File: config.mk
export PLATFORM = sky130hd
export DESIGN_NAME = encrypt_arbiter_flat
export DESIGN_NICKNAME = d
export VERILOG_FILES = /design/src/rtl/encrypt_arbiter_if.sv /design/src/rtl/encrypt_arbiter.sv /design/src/flat_wrapper.sv
export SDC_FILE = /design/constraint.sdc
export NUM_CORES = 1
export LEC_CHECK = 0
export CORE_AREA = 2 2 129 100
export DETAILED_ROUTE_END_ITERATION = 10
export DIE_AREA = 0 0 131 102
export GPL_ROUTABILITY_DRIVEN = 1
export PLACE_DENSITY_LB_ADDON = 0.25
export SLEW_MARGIN = 5
export SYNTH_ARGS = -nofsm -noshare
export SYNTH_HDL_FRONTEND = slang
export SYNTH_SLANG_ARGS = --single-unit
File: constraint.sdc
create_clock -name clk -period 5.08 [get_ports clk]
set_clock_uncertainty 0.2 [all_clocks]
set_input_delay 0.508 -clock clk [delete_from_list [all_inputs] [get_ports clk]]
set_output_delay 0.508 -clock clk [all_outputs]
set_load 0.005 [all_outputs]
File: src/rtl/encrypt_arbiter_if.sv
// Requester and result-port handshake bundle for encrypt_arbiter.
// master = requesters/consumers side, slave = arbiter side.
interface encrypt_arbiter_if;
    logic       a_valid;
    logic [7:0] a_data;
    logic       a_last;
    logic       a_ready;
    logic       b_valid;
    logic [7:0] b_data;
    logic       b_last;
    logic       b_ready;
    logic       ya_valid;
    logic [7:0] ya_data;
    logic       ya_last;
    logic       ya_ready;
    logic       yb_valid;
    logic [7:0] yb_data;
    logic       yb_last;
    logic       yb_ready;

    modport master (
        output a_valid, a_data, a_last, b_valid, b_data, b_last, ya_ready, yb_ready,
        input  a_ready, b_ready, ya_valid, ya_data, ya_last, yb_valid, yb_data, yb_last
    );

    modport slave (
        input  a_valid, a_data, a_last, b_valid, b_data, b_last, ya_ready, yb_ready,
        output a_ready, b_ready, ya_valid, ya_data, ya_last, yb_valid, yb_data, yb_last
    );
endinterface

File: src/rtl/encrypt_arbiter.sv
// Two-port arbiter sharing one encrypt_unit: burst grants, tagged in-flight tracking
// through the engine latency, and credit-guarded per-port result FIFOs.
module encrypt_arbiter #(
    parameter int unsigned FIFO_DEPTH = 4,
    parameter int unsigned MAX_BURST  = 8,
    parameter int unsigned ENC_LAT    = 2
) (
    input  logic             clk,
    input  logic             rst,
    encrypt_arbiter_if.slave bus,
    output logic             enc_en,
    output logic [7:0]       enc_din,
    input  logic [7:0]       enc_dout,
    input  logic             enc_v,
    output logic             err
);
    localparam int unsigned AW = (FIFO_DEPTH > 1) ? $clog2(FIFO_DEPTH) : 1;
    localparam int unsigned PW = AW + 1;
    localparam int unsigned CW = $clog2(FIFO_DEPTH + 1);

    typedef enum logic [1:0] {StIdle, StOwnA, StOwnB} state_e;

    state_e        state_q, state_d;
    logic          rr_q, rr_d;  // 0 = A next, 1 = B next
    logic [7:0]    burst_q, burst_d;
    logic [CW-1:0] credit_q [2];
    logic [CW-1:0] credit_d [2];
    logic [ENC_LAT-1:0] tag_v_q, tag_p_q, tag_l_q;
    logic [8:0]    mem_q [2][FIFO_DEPTH];
    logic [PW-1:0] wr_q [2];
    logic [PW-1:0] rd_q [2];
    logic          err_q;

    logic       owner, own_valid, own_last, own_ready, xfer, push;
    logic [7:0] own_data;
    logic [1:0] xfer_p, push_p, pop, y_valid, y_ready;
    logic [8:0] y_head [2];

    always_comb begin
        owner     = (state_q == StOwnB);
        own_valid = owner ? bus.b_valid : bus.a_valid;
        own_data  = owner ? bus.b_data  : bus.a_data;
        own_last  = owner ? bus.b_last  : bus.a_last;
        own_ready = (state_q != StIdle) && (credit_q[owner] != '0);
        xfer      = own_valid && own_ready;
        xfer_p    = {xfer && owner, xfer && !owner};
    end

    assign bus.a_ready = own_ready && (state_q == StOwnA);
    assign bus.b_ready = own_ready && (state_q == StOwnB);
    assign enc_en      = xfer;
    assign enc_din     = xfer ? own_data : 8'h00;

    always_comb begin
        state_d = state_q;
        rr_d    = rr_q;
        burst_d = burst_q;
        unique case (state_q)
            StIdle: begin
                burst_d = '0;
                if (bus.a_valid && bus.b_valid) state_d = rr_q ? StOwnB : StOwnA;
                else if (bus.a_valid)           state_d = StOwnA;
                else if (bus.b_valid)           state_d = StOwnB;
            end
            StOwnA, StOwnB: begin
                if (!own_valid) begin
                    state_d = StIdle;
                    rr_d    = !owner;
                end else if (xfer) begin
                    burst_d = burst_q + 8'd1;
                    if (own_last || (burst_d == 8'(MAX_BURST))) begin
                        state_d = StIdle;
                        rr_d    = !owner;
                    end
                end
            end
            default: state_d = StIdle;
        endcase
    end

    // Result FIFO status and credit bookkeeping, one lane per port.
    assign y_ready = {bus.yb_ready, bus.ya_ready};

    always_comb begin
        for (int i = 0; i < 2; i++) begin
            y_valid[i]  = (wr_q[i] != rd_q[i]);
            pop[i]      = y_valid[i] && y_ready[i];
            y_head[i]   = y_valid[i] ? mem_q[i][rd_q[i][AW-1:0]] : 9'h000;
            credit_d[i] = credit_q[i];
            if (xfer_p[i] && !pop[i])      credit_d[i] = credit_q[i] - CW'(1);
            else if (pop[i] && !xfer_p[i]) credit_d[i] = credit_q[i] + CW'(1);
        end
    end

    assign push   = tag_v_q[ENC_LAT-1] && enc_v;
    assign push_p = {push && tag_p_q[ENC_LAT-1], push && !tag_p_q[ENC_LAT-1]};

    assign bus.ya_valid = y_valid[0];
    assign bus.ya_data  = y_head[0][7:0];
    assign bus.ya_last  = y_head[0][8];
    assign bus.yb_valid = y_valid[1];
    assign bus.yb_data  = y_head[1][7:0];
    assign bus.yb_last  = y_head[1][8];
    assign err          = err_q;

    always_ff @(posedge clk or negedge rst) begin
        if (!rst) begin
            state_q <= StIdle;
            rr_q    <= 1'b0;
            burst_q <= '0;
            err_q   <= 1'b0;
            tag_v_q <= '0;
            tag_p_q <= '0;
            tag_l_q <= '0;
            for (int i = 0; i < 2; i++) begin
                credit_q[i] <= CW'(FIFO_DEPTH);
                wr_q[i]     <= '0;
                rd_q[i]     <= '0;
                for (int j = 0; j < FIFO_DEPTH; j++) mem_q[i][j] <= '0;
            end
        end else begin
            state_q <= state_d;
            rr_q    <= rr_d;
            burst_q <= burst_d;
            // Any disagreement between engine and tag stream is a protocol fault.
            err_q   <= err_q || (enc_v != tag_v_q[ENC_LAT-1]);
            tag_v_q[0] <= xfer;
            tag_p_q[0] <= owner;
            tag_l_q[0] <= own_last;
            for (int k = 1; k < ENC_LAT; k++) begin
                tag_v_q[k] <= tag_v_q[k-1];
                tag_p_q[k] <= tag_p_q[k-1];
                tag_l_q[k] <= tag_l_q[k-1];
            end
            for (int i = 0; i < 2; i++) begin
                credit_q[i] <= credit_d[i];
                if (push_p[i]) begin
                    mem_q[i][wr_q[i][AW-1:0]] <= {tag_l_q[ENC_LAT-1], enc_dout};
                    wr_q[i] <= wr_q[i] + PW'(1);
                end
                if (pop[i]) rd_q[i] <= rd_q[i] + PW'(1);
            end
        end
    end
endmodule
File: src/flat_wrapper.sv
// flat-port wrapper written by rule: the top's interface ports become plain ports
module encrypt_arbiter_flat 
#(
    parameter int unsigned FIFO_DEPTH = 4,
    parameter int unsigned MAX_BURST  = 8,
    parameter int unsigned ENC_LAT    = 2
)
  (clk, rst, enc_en, enc_din, enc_dout, enc_v, err, bus_a_valid, bus_a_data, bus_a_last, bus_b_valid, bus_b_data, bus_b_last, bus_ya_ready, bus_yb_ready, bus_a_ready, bus_b_ready, bus_ya_valid, bus_ya_data, bus_ya_last, bus_yb_valid, bus_yb_data, bus_yb_last);
  encrypt_arbiter_if bus_i ();
  input  logic clk;
  input  logic rst;
  output logic enc_en;
  output logic [7:0] enc_din;
  input  logic [7:0] enc_dout;
  input  logic enc_v;
  output logic err;
  input wire logic [$bits(bus_i.a_valid)-1:0] bus_a_valid;
  input wire logic [$bits(bus_i.a_data)-1:0] bus_a_data;
  input wire logic [$bits(bus_i.a_last)-1:0] bus_a_last;
  input wire logic [$bits(bus_i.b_valid)-1:0] bus_b_valid;
  input wire logic [$bits(bus_i.b_data)-1:0] bus_b_data;
  input wire logic [$bits(bus_i.b_last)-1:0] bus_b_last;
  input wire logic [$bits(bus_i.ya_ready)-1:0] bus_ya_ready;
  input wire logic [$bits(bus_i.yb_ready)-1:0] bus_yb_ready;
  output wire logic [$bits(bus_i.a_ready)-1:0] bus_a_ready;
  output wire logic [$bits(bus_i.b_ready)-1:0] bus_b_ready;
  output wire logic [$bits(bus_i.ya_valid)-1:0] bus_ya_valid;
  output wire logic [$bits(bus_i.ya_data)-1:0] bus_ya_data;
  output wire logic [$bits(bus_i.ya_last)-1:0] bus_ya_last;
  output wire logic [$bits(bus_i.yb_valid)-1:0] bus_yb_valid;
  output wire logic [$bits(bus_i.yb_data)-1:0] bus_yb_data;
  output wire logic [$bits(bus_i.yb_last)-1:0] bus_yb_last;
  assign bus_i.a_valid = bus_a_valid;
  assign bus_i.a_data = bus_a_data;
  assign bus_i.a_last = bus_a_last;
  assign bus_i.b_valid = bus_b_valid;
  assign bus_i.b_data = bus_b_data;
  assign bus_i.b_last = bus_b_last;
  assign bus_i.ya_ready = bus_ya_ready;
  assign bus_i.yb_ready = bus_yb_ready;
  assign bus_a_ready = bus_i.a_ready;
  assign bus_b_ready = bus_i.b_ready;
  assign bus_ya_valid = bus_i.ya_valid;
  assign bus_ya_data = bus_i.ya_data;
  assign bus_ya_last = bus_i.ya_last;
  assign bus_yb_valid = bus_i.yb_valid;
  assign bus_yb_data = bus_i.yb_data;
  assign bus_yb_last = bus_i.yb_last;
  encrypt_arbiter #(.FIFO_DEPTH(FIFO_DEPTH), .MAX_BURST(MAX_BURST), .ENC_LAT(ENC_LAT)) u_core (.clk(clk), .rst(rst), .bus(bus_i), .enc_en(enc_en), .enc_din(enc_din), .enc_dout(enc_dout), .enc_v(enc_v), .err(err));
endmodule
# After elaboration in Yosys (flattened, before gate mapping)
# Cells that the tools add are included.
# totals
ff_bits	108
in_bits	33
output_inout_bits	32
wordCells	130
# classes
n_addsub	9
n_lt_le_gt_ge	7
eq_ne	13
n_mux	39
n_bitwise	5
n_reduce_logical	36
# op_table
op	count
$bwmux W36	2
$mux W9	8
$bmux W9 S2	2
$demux W9 S2	2
$mux W8	4
$mux W3	7
$add A3 B1 Y3 const B	6
$logic_and A1 B1 Y1	18
$pmux W8 S2	1
$mux W2	7
$ge A3 B3 Y1 const B	4
$not A2 Y3	4
$reduce_and A3 Y1	3
$add A8 B1 Y8 const B	1
$eq A8 B4 Y1 const B	1
$reduce_bool A2 Y1	4
$logic_not A1 Y1	6
$lt A3 B1 Y1 const B	2
$ne A3 B3 Y1	2
$ne A3 B3 Y1 const B	2
$sub A3 B1 Y3 const B	2
$mux W1	5
$ne A2 B1 Y1 const B	2
$ne A2 B2 Y1 const B	2
11 further kinds	12

# Logic depth before layout (Yosys ltp)
# depth
word_depth	13
ltp_mapped	13
ltp_nobuf	12

# Worst setup path before layout
# OpenSTA, ideal clock, no wires.
# synth_timing
path_type	register -> register
startpoint	reg u_core.state_q[0]
endpoint	reg u_core.credit_q[5] (netlist bit)
setup_time_ns	0.075
arrival_time_ns	2.459
t_required_ns	4.805
setup_slack_ns	2.347
stages_incl_launch_ff	14
n_path_buf	1
period_less_slack_ns	2.733
path_cell_list	dfrtp_1 inv_1 ha_1 nor3b_1 o21ai_2 nand3b_4 clkbuf_1 nor2_1 ha_1 inv_1 fa_1 xor2_1 nor2_1 xor2_1
# synth_between
elab_chain_cells	12
word_cells_on_any_way	17
cone_classes	eq/ne: 1; mux: 5; bitwise: 1; reduce/logical: 10
# synth_rtl
item	line_no	rtl
start: declaration	encrypt_arbiter.sv:23	state_e state_q, state_d;
start signal: assignment	encrypt_arbiter.sv:108	state_q <= StIdle;
start signal: assignment	encrypt_arbiter.sv:122	state_q <= state_d;
$eq A2 B2 Y1 (*)	encrypt_arbiter.sv:40	owner = (state_q == StOwnB);
net u_core.owner	encrypt_arbiter.sv:34	logic owner, own_valid, own_last, own_ready, xfer, push;
$not A1 Y2 (implied by the code)	encrypt_arbiter.sv:44	own_ready = (state_q != StIdle) && (credit_q[owner] != '0);
$mux W3 (implied by the code) (3 in a row)	encrypt_arbiter.sv:44	
$reduce_bool A3 Y1	encrypt_arbiter.sv:44	
$logic_and A1 B1 Y1	encrypt_arbiter.sv:44	
$logic_and A1 B1 Y1	encrypt_arbiter.sv:45	xfer = own_valid && own_ready;
$logic_and A1 B1 Y1 (*)	encrypt_arbiter.sv:46	xfer_p = {xfer && owner, xfer && !owner};
$logic_not A1 Y1	encrypt_arbiter.sv:91	else if (pop[i] && !xfer_p[i]) credit_d[i] = credit_q[i] + CW'(1);
$logic_and A1 B1 Y1	encrypt_arbiter.sv:91	
$reduce_bool A2 Y1 (no line)	n/a	
end signal: indexed assignment	encrypt_arbiter.sv:116	credit_q[i] <= CW'(FIFO_DEPTH);
end signal: indexed assignment	encrypt_arbiter.sv:136	credit_q[i] <= credit_d[i];
end: declaration	encrypt_arbiter.sv:26	logic [CW-1:0] credit_q [2];
# The timed path passes the listed nets; every way through them passes the cells marked *. The select of a mux whose other input is x is not followed.
# A chain may end at the register's enable or synchronous reset.

# Worst setup path in the final report
# layout_timing
startpoint	reg u_core.state_q[0]
endpoint	out enc_en
# layout_between
elab_chain_cells	8
word_cells_on_any_way	10
cone_classes	eq/ne: 1; mux: 4; bitwise: 1; reduce/logical: 4
# layout_rtl
item	line_no	rtl
$eq A2 B2 Y1 (*)	encrypt_arbiter.sv:40	
net u_core.owner	encrypt_arbiter.sv:34	
$not A1 Y2 (implied by the code)	encrypt_arbiter.sv:44	
$mux W3 (implied by the code) (3 in a row)	encrypt_arbiter.sv:44	
$reduce_bool A3 Y1	encrypt_arbiter.sv:44	
$logic_and A1 B1 Y1	encrypt_arbiter.sv:44	
$logic_and A1 B1 Y1 (*)	encrypt_arbiter.sv:45	
end: declaration	flat_wrapper.sv:12	output logic enc_en;
# Marks and branches as above.

==> flow_metrics.py <==
metrics = {
    "status": {
        "status": "completed",
    },
    "setup_path": {
        "crit_type": "reg2out",
        "endpoint_kind": "output pin",
        "worstPathArrival_ns": 2.87,
        "cp_cell_sequence": "inv_1, ha_1, nor3_1, o21ai_2, nand3b_4, inv_2, clkdlybuf4s50_1",
        "slowest_delay_ns": 0.64,
        "worst-path-buf-inv": 3,
        "cp_top_family": "buffers and inverters",
        "start_kind": "flop",
        "path_max_fanout": 18,
        "required_ns": 4.37,
        "slowest_stage": "ha_1",
    },
    "global_routing": {
        "grt_max_degree": 57,
        "first_global_vias": 3411,
        "globalRouteTotalUtil_pct": 17.3,
        "globalRoute.totalOverflow": 0,
        "antenna_found_initial": 0,
        "grt_pass1_wl_um": 17400,
    },
    "synth": {
        "synth_edf_count": 0,
        "ys_types": 45,
        "syn-cell-area_um2": 5350,
        "synth.net_count": 456,
        "ys_warn_count": 0,
        "synth-main-ff-cell": "dfrtp_1",
        "async_flop_share_pct": 100,
        "avgSynthCellArea_um2": 13.3,
        "synthCells": 401,
        "ys_ff_latch": 108,
        "ys_seq_area_share_pct": 50.6,
    },
    "sta": {
        "post-route-period-util_pct": 70.4,
        "finalSetupViolCount": 0,
        "holdWs_ns": 0.0144,
        "rsz0062_at_grt": "no",
        "hold_viol": 0,
        "slew_viol_final": 0,
        "min_period_ns": 3.58,
        "tightest_slew_ns": 0.744,
        "slew_headroom_pct": 50.2,
        "fmax_ghz": 0.280,
        "setup_tns_ns": 0,
    },
    "clocking": {
        "htree_levels": 3,
        "clk_pin_slew_ns": 0.07,
        "cts-buffers-inserted": 9,
        "insertion_delay_ns": 0.35,
        "clockBufferDepth": 2,
        "postCtsResizedCells": 0,
        "cts_tree": "yes",
        "ctsHoldBuffers": 0,
        "root_buffer": "clkbuf_16",
        "cts_setup_buffers": 0,
        "cts_sinks": 108,
    },
    "power_and_ir_drop": {
        "ir_worst_vdd_uv": 204,
        "powerDensity_nw_per_um2": 557,
        "leakage_nw": 2.90,
    },
    "finish": {
        "syn_to_final_growth_pct": 20.3,
        "mostFrequentLayoutCell": "dfrtp_1",
        "mostFrequentLayoutCells": "dfrtp_1 (106), clkdlybuf4s50_1 (63), mux2_2 (39), mux2_1 (39)",
        "drive_above_1_share_pct": 18.1,
        "instances_no_fill": 636,
        "layout.nets": 520,
        "final_core_util_pct": 53.4,
        "antenna_cells": 0,
    },
    "drt": {
        "totalWireLength_um": 10600,
        "vias": 3278,
        "post_drt_wl_per_cell_um": 16.6,
        "drc": 0,
        "ant_nets": 0,
        "vias_per_cell": 5.15,
        "drtIter0Drc": 142,
        "dr.pass1.iters": 4,
    },
    "placed_design": {
        "dp_hpwl_um": 7540,
        "dp.cells": 620,
        "port_buffers": 64,
        "gp_congestion": 0.732,
    },
    "floorplanning": {
        "coreArea_um2": 12000,
        "dieArea_um2": 13400,
        "io_pins": 65,
        "rows": 35,
        "fp.dieH_um": 102,
        "fp.dieW_um": 131,
        "start_util_pct": 44.4,
    },
    "hold_path": {
        "hp-class": "in2async",
    },
    "flow_run": {
        "drv_cap": 0,
    },
}
[worst paths after layout]
kind,from,cells past startpoint,slack [ns],endpoint
worst max-delay path,u_core.state_q[0]$_DFFE_PN0P_,7,1.50,enc_en
worst min-delay path,rst,1,0.01,u_core.mem_q[65]$_DFFE_PN0P_
worst max register to register,u_core.state_q[0]$_DFFE_PN0P_,12,1.76,u_core.credit_q[5]$_DFFE_PN1P_
worst min register to register,u_core.tag_v_q[0]$_DFF_PN0_,0,0.16,u_core.tag_v_q[1]$_DFF_PN0_
max in group asynchronous,rst,2,3.53,u_core.mem_q[33]$_DFFE_PN0P_
min in group clk,u_core.tag_v_q[0]$_DFF_PN0_,0,0.16,u_core.tag_v_q[1]$_DFF_PN0_
[synth_stat cells, types with 3 or more instances]
| master | count | area (µm²) |
|---|---|---|
| a21boi_1 | 3 | 22.5 |
| a21oi_1 | 3 | 15.0 |
| buf_2 | 3 | 15.0 |
| clkbuf_1 | 7 | 26.3 |
| dfrtp_1 | 106 | 2650 |
| ha_1 | 20 | 250 |
| inv_1 | 17 | 63.8 |
| inv_2 | 3 | 11.3 |
| mux2_1 | 39 | 439 |
| mux2_2 | 39 | 439 |
| mux2i_1 | 12 | 120 |
| mux4_2 | 18 | 405 |
| nand2_1 | 15 | 56.3 |
| nand3_1 | 14 | 70.1 |
| nor2_1 | 18 | 67.6 |
| nor2b_1 | 20 | 125 |
| o21ai_1 | 9 | 45.0 |
| xnor2_1 | 10 | 87.6 |
| xor2_1 | 10 | 87.6 |
[cells by family after synthesis]
group,Yosys count,share of synthesized area (%)
mux,108,26.3
flops,108,50.6
simple gates,83,8.61
buf+inv,32,2.32
compound gates,28,3.51
fa+ha+maj,22,5.43
xor+xnor,20,3.28
[cell type report]
| type | count | area [µm²] |
|---|---|---|
| Inverter | 20 | 75.1 |
| Fill cell | 1018 | 5610 |
| Clock inverter | 1 | 5.00 |
| Sequential cell | 108 | 2710 |
| Clock buffer | 15 | 278 |
| Tap cell | 166 | 208 |
| Timing Repair Buffer | 65 | 646 |
| Multi-Input combinational cell | 261 | 2520 |
[worst reg2reg max path, delay by kind of cell, from the launching register on]
kind / cells / cell delay [ns]
xor+xnor: 2 / 0.31
buf+inv: 2 / 0.19
simple gates: 4 / 0.70
compound gates: 1 / 0.23
fa+ha+maj: 3 / 1.20
flops: 1 / 0.41
[registers in the layout (all words and copies together) (netlist names)]
name / count
u_core.burst_q: 8
u_core.mem_q: 72
u_core.tag_l_q: 2
u_core.tag_v_q: 2
u_core.err: 1
u_core.state_q: 2
u_core.wr_q: 6
u_core.tag_p_q: 2
u_core.credit_q: 6
u_core.rd_q: 6
u_core.rr_q: 1
[layer usage]
metal,up-vias,share of wire (%),wire length (µm),track usage (%)
met4,0,1.1,120,4.66
met3,11,3.8,399,4.45
met2,48,48,5050,27.8
met1,1666,47,4990,23.5
met5,-,0,0,0
li1,1553,-,-,-
[stage by stage]
step,setup slack (ns),power [mW],area (µm²)
2_1_floorplan,2.35,2.38,5350
3_3_place_gp,1.95,2.89,6150
3_5_place_dp,1.76,2.96,6150
4_1_cts,1.48,3.63,6430
5_1_grt,1.27,3.86,6430
6_report,1.50,3.58,6430
[report_power, final]
group          leakage [nW]  internal [mW]  switching, mW
combinational          1.37          0.863          0.585
sequential             1.39           1.19          0.289
clock                 0.140          0.373          0.288
(Power assumes the default switching activity.)
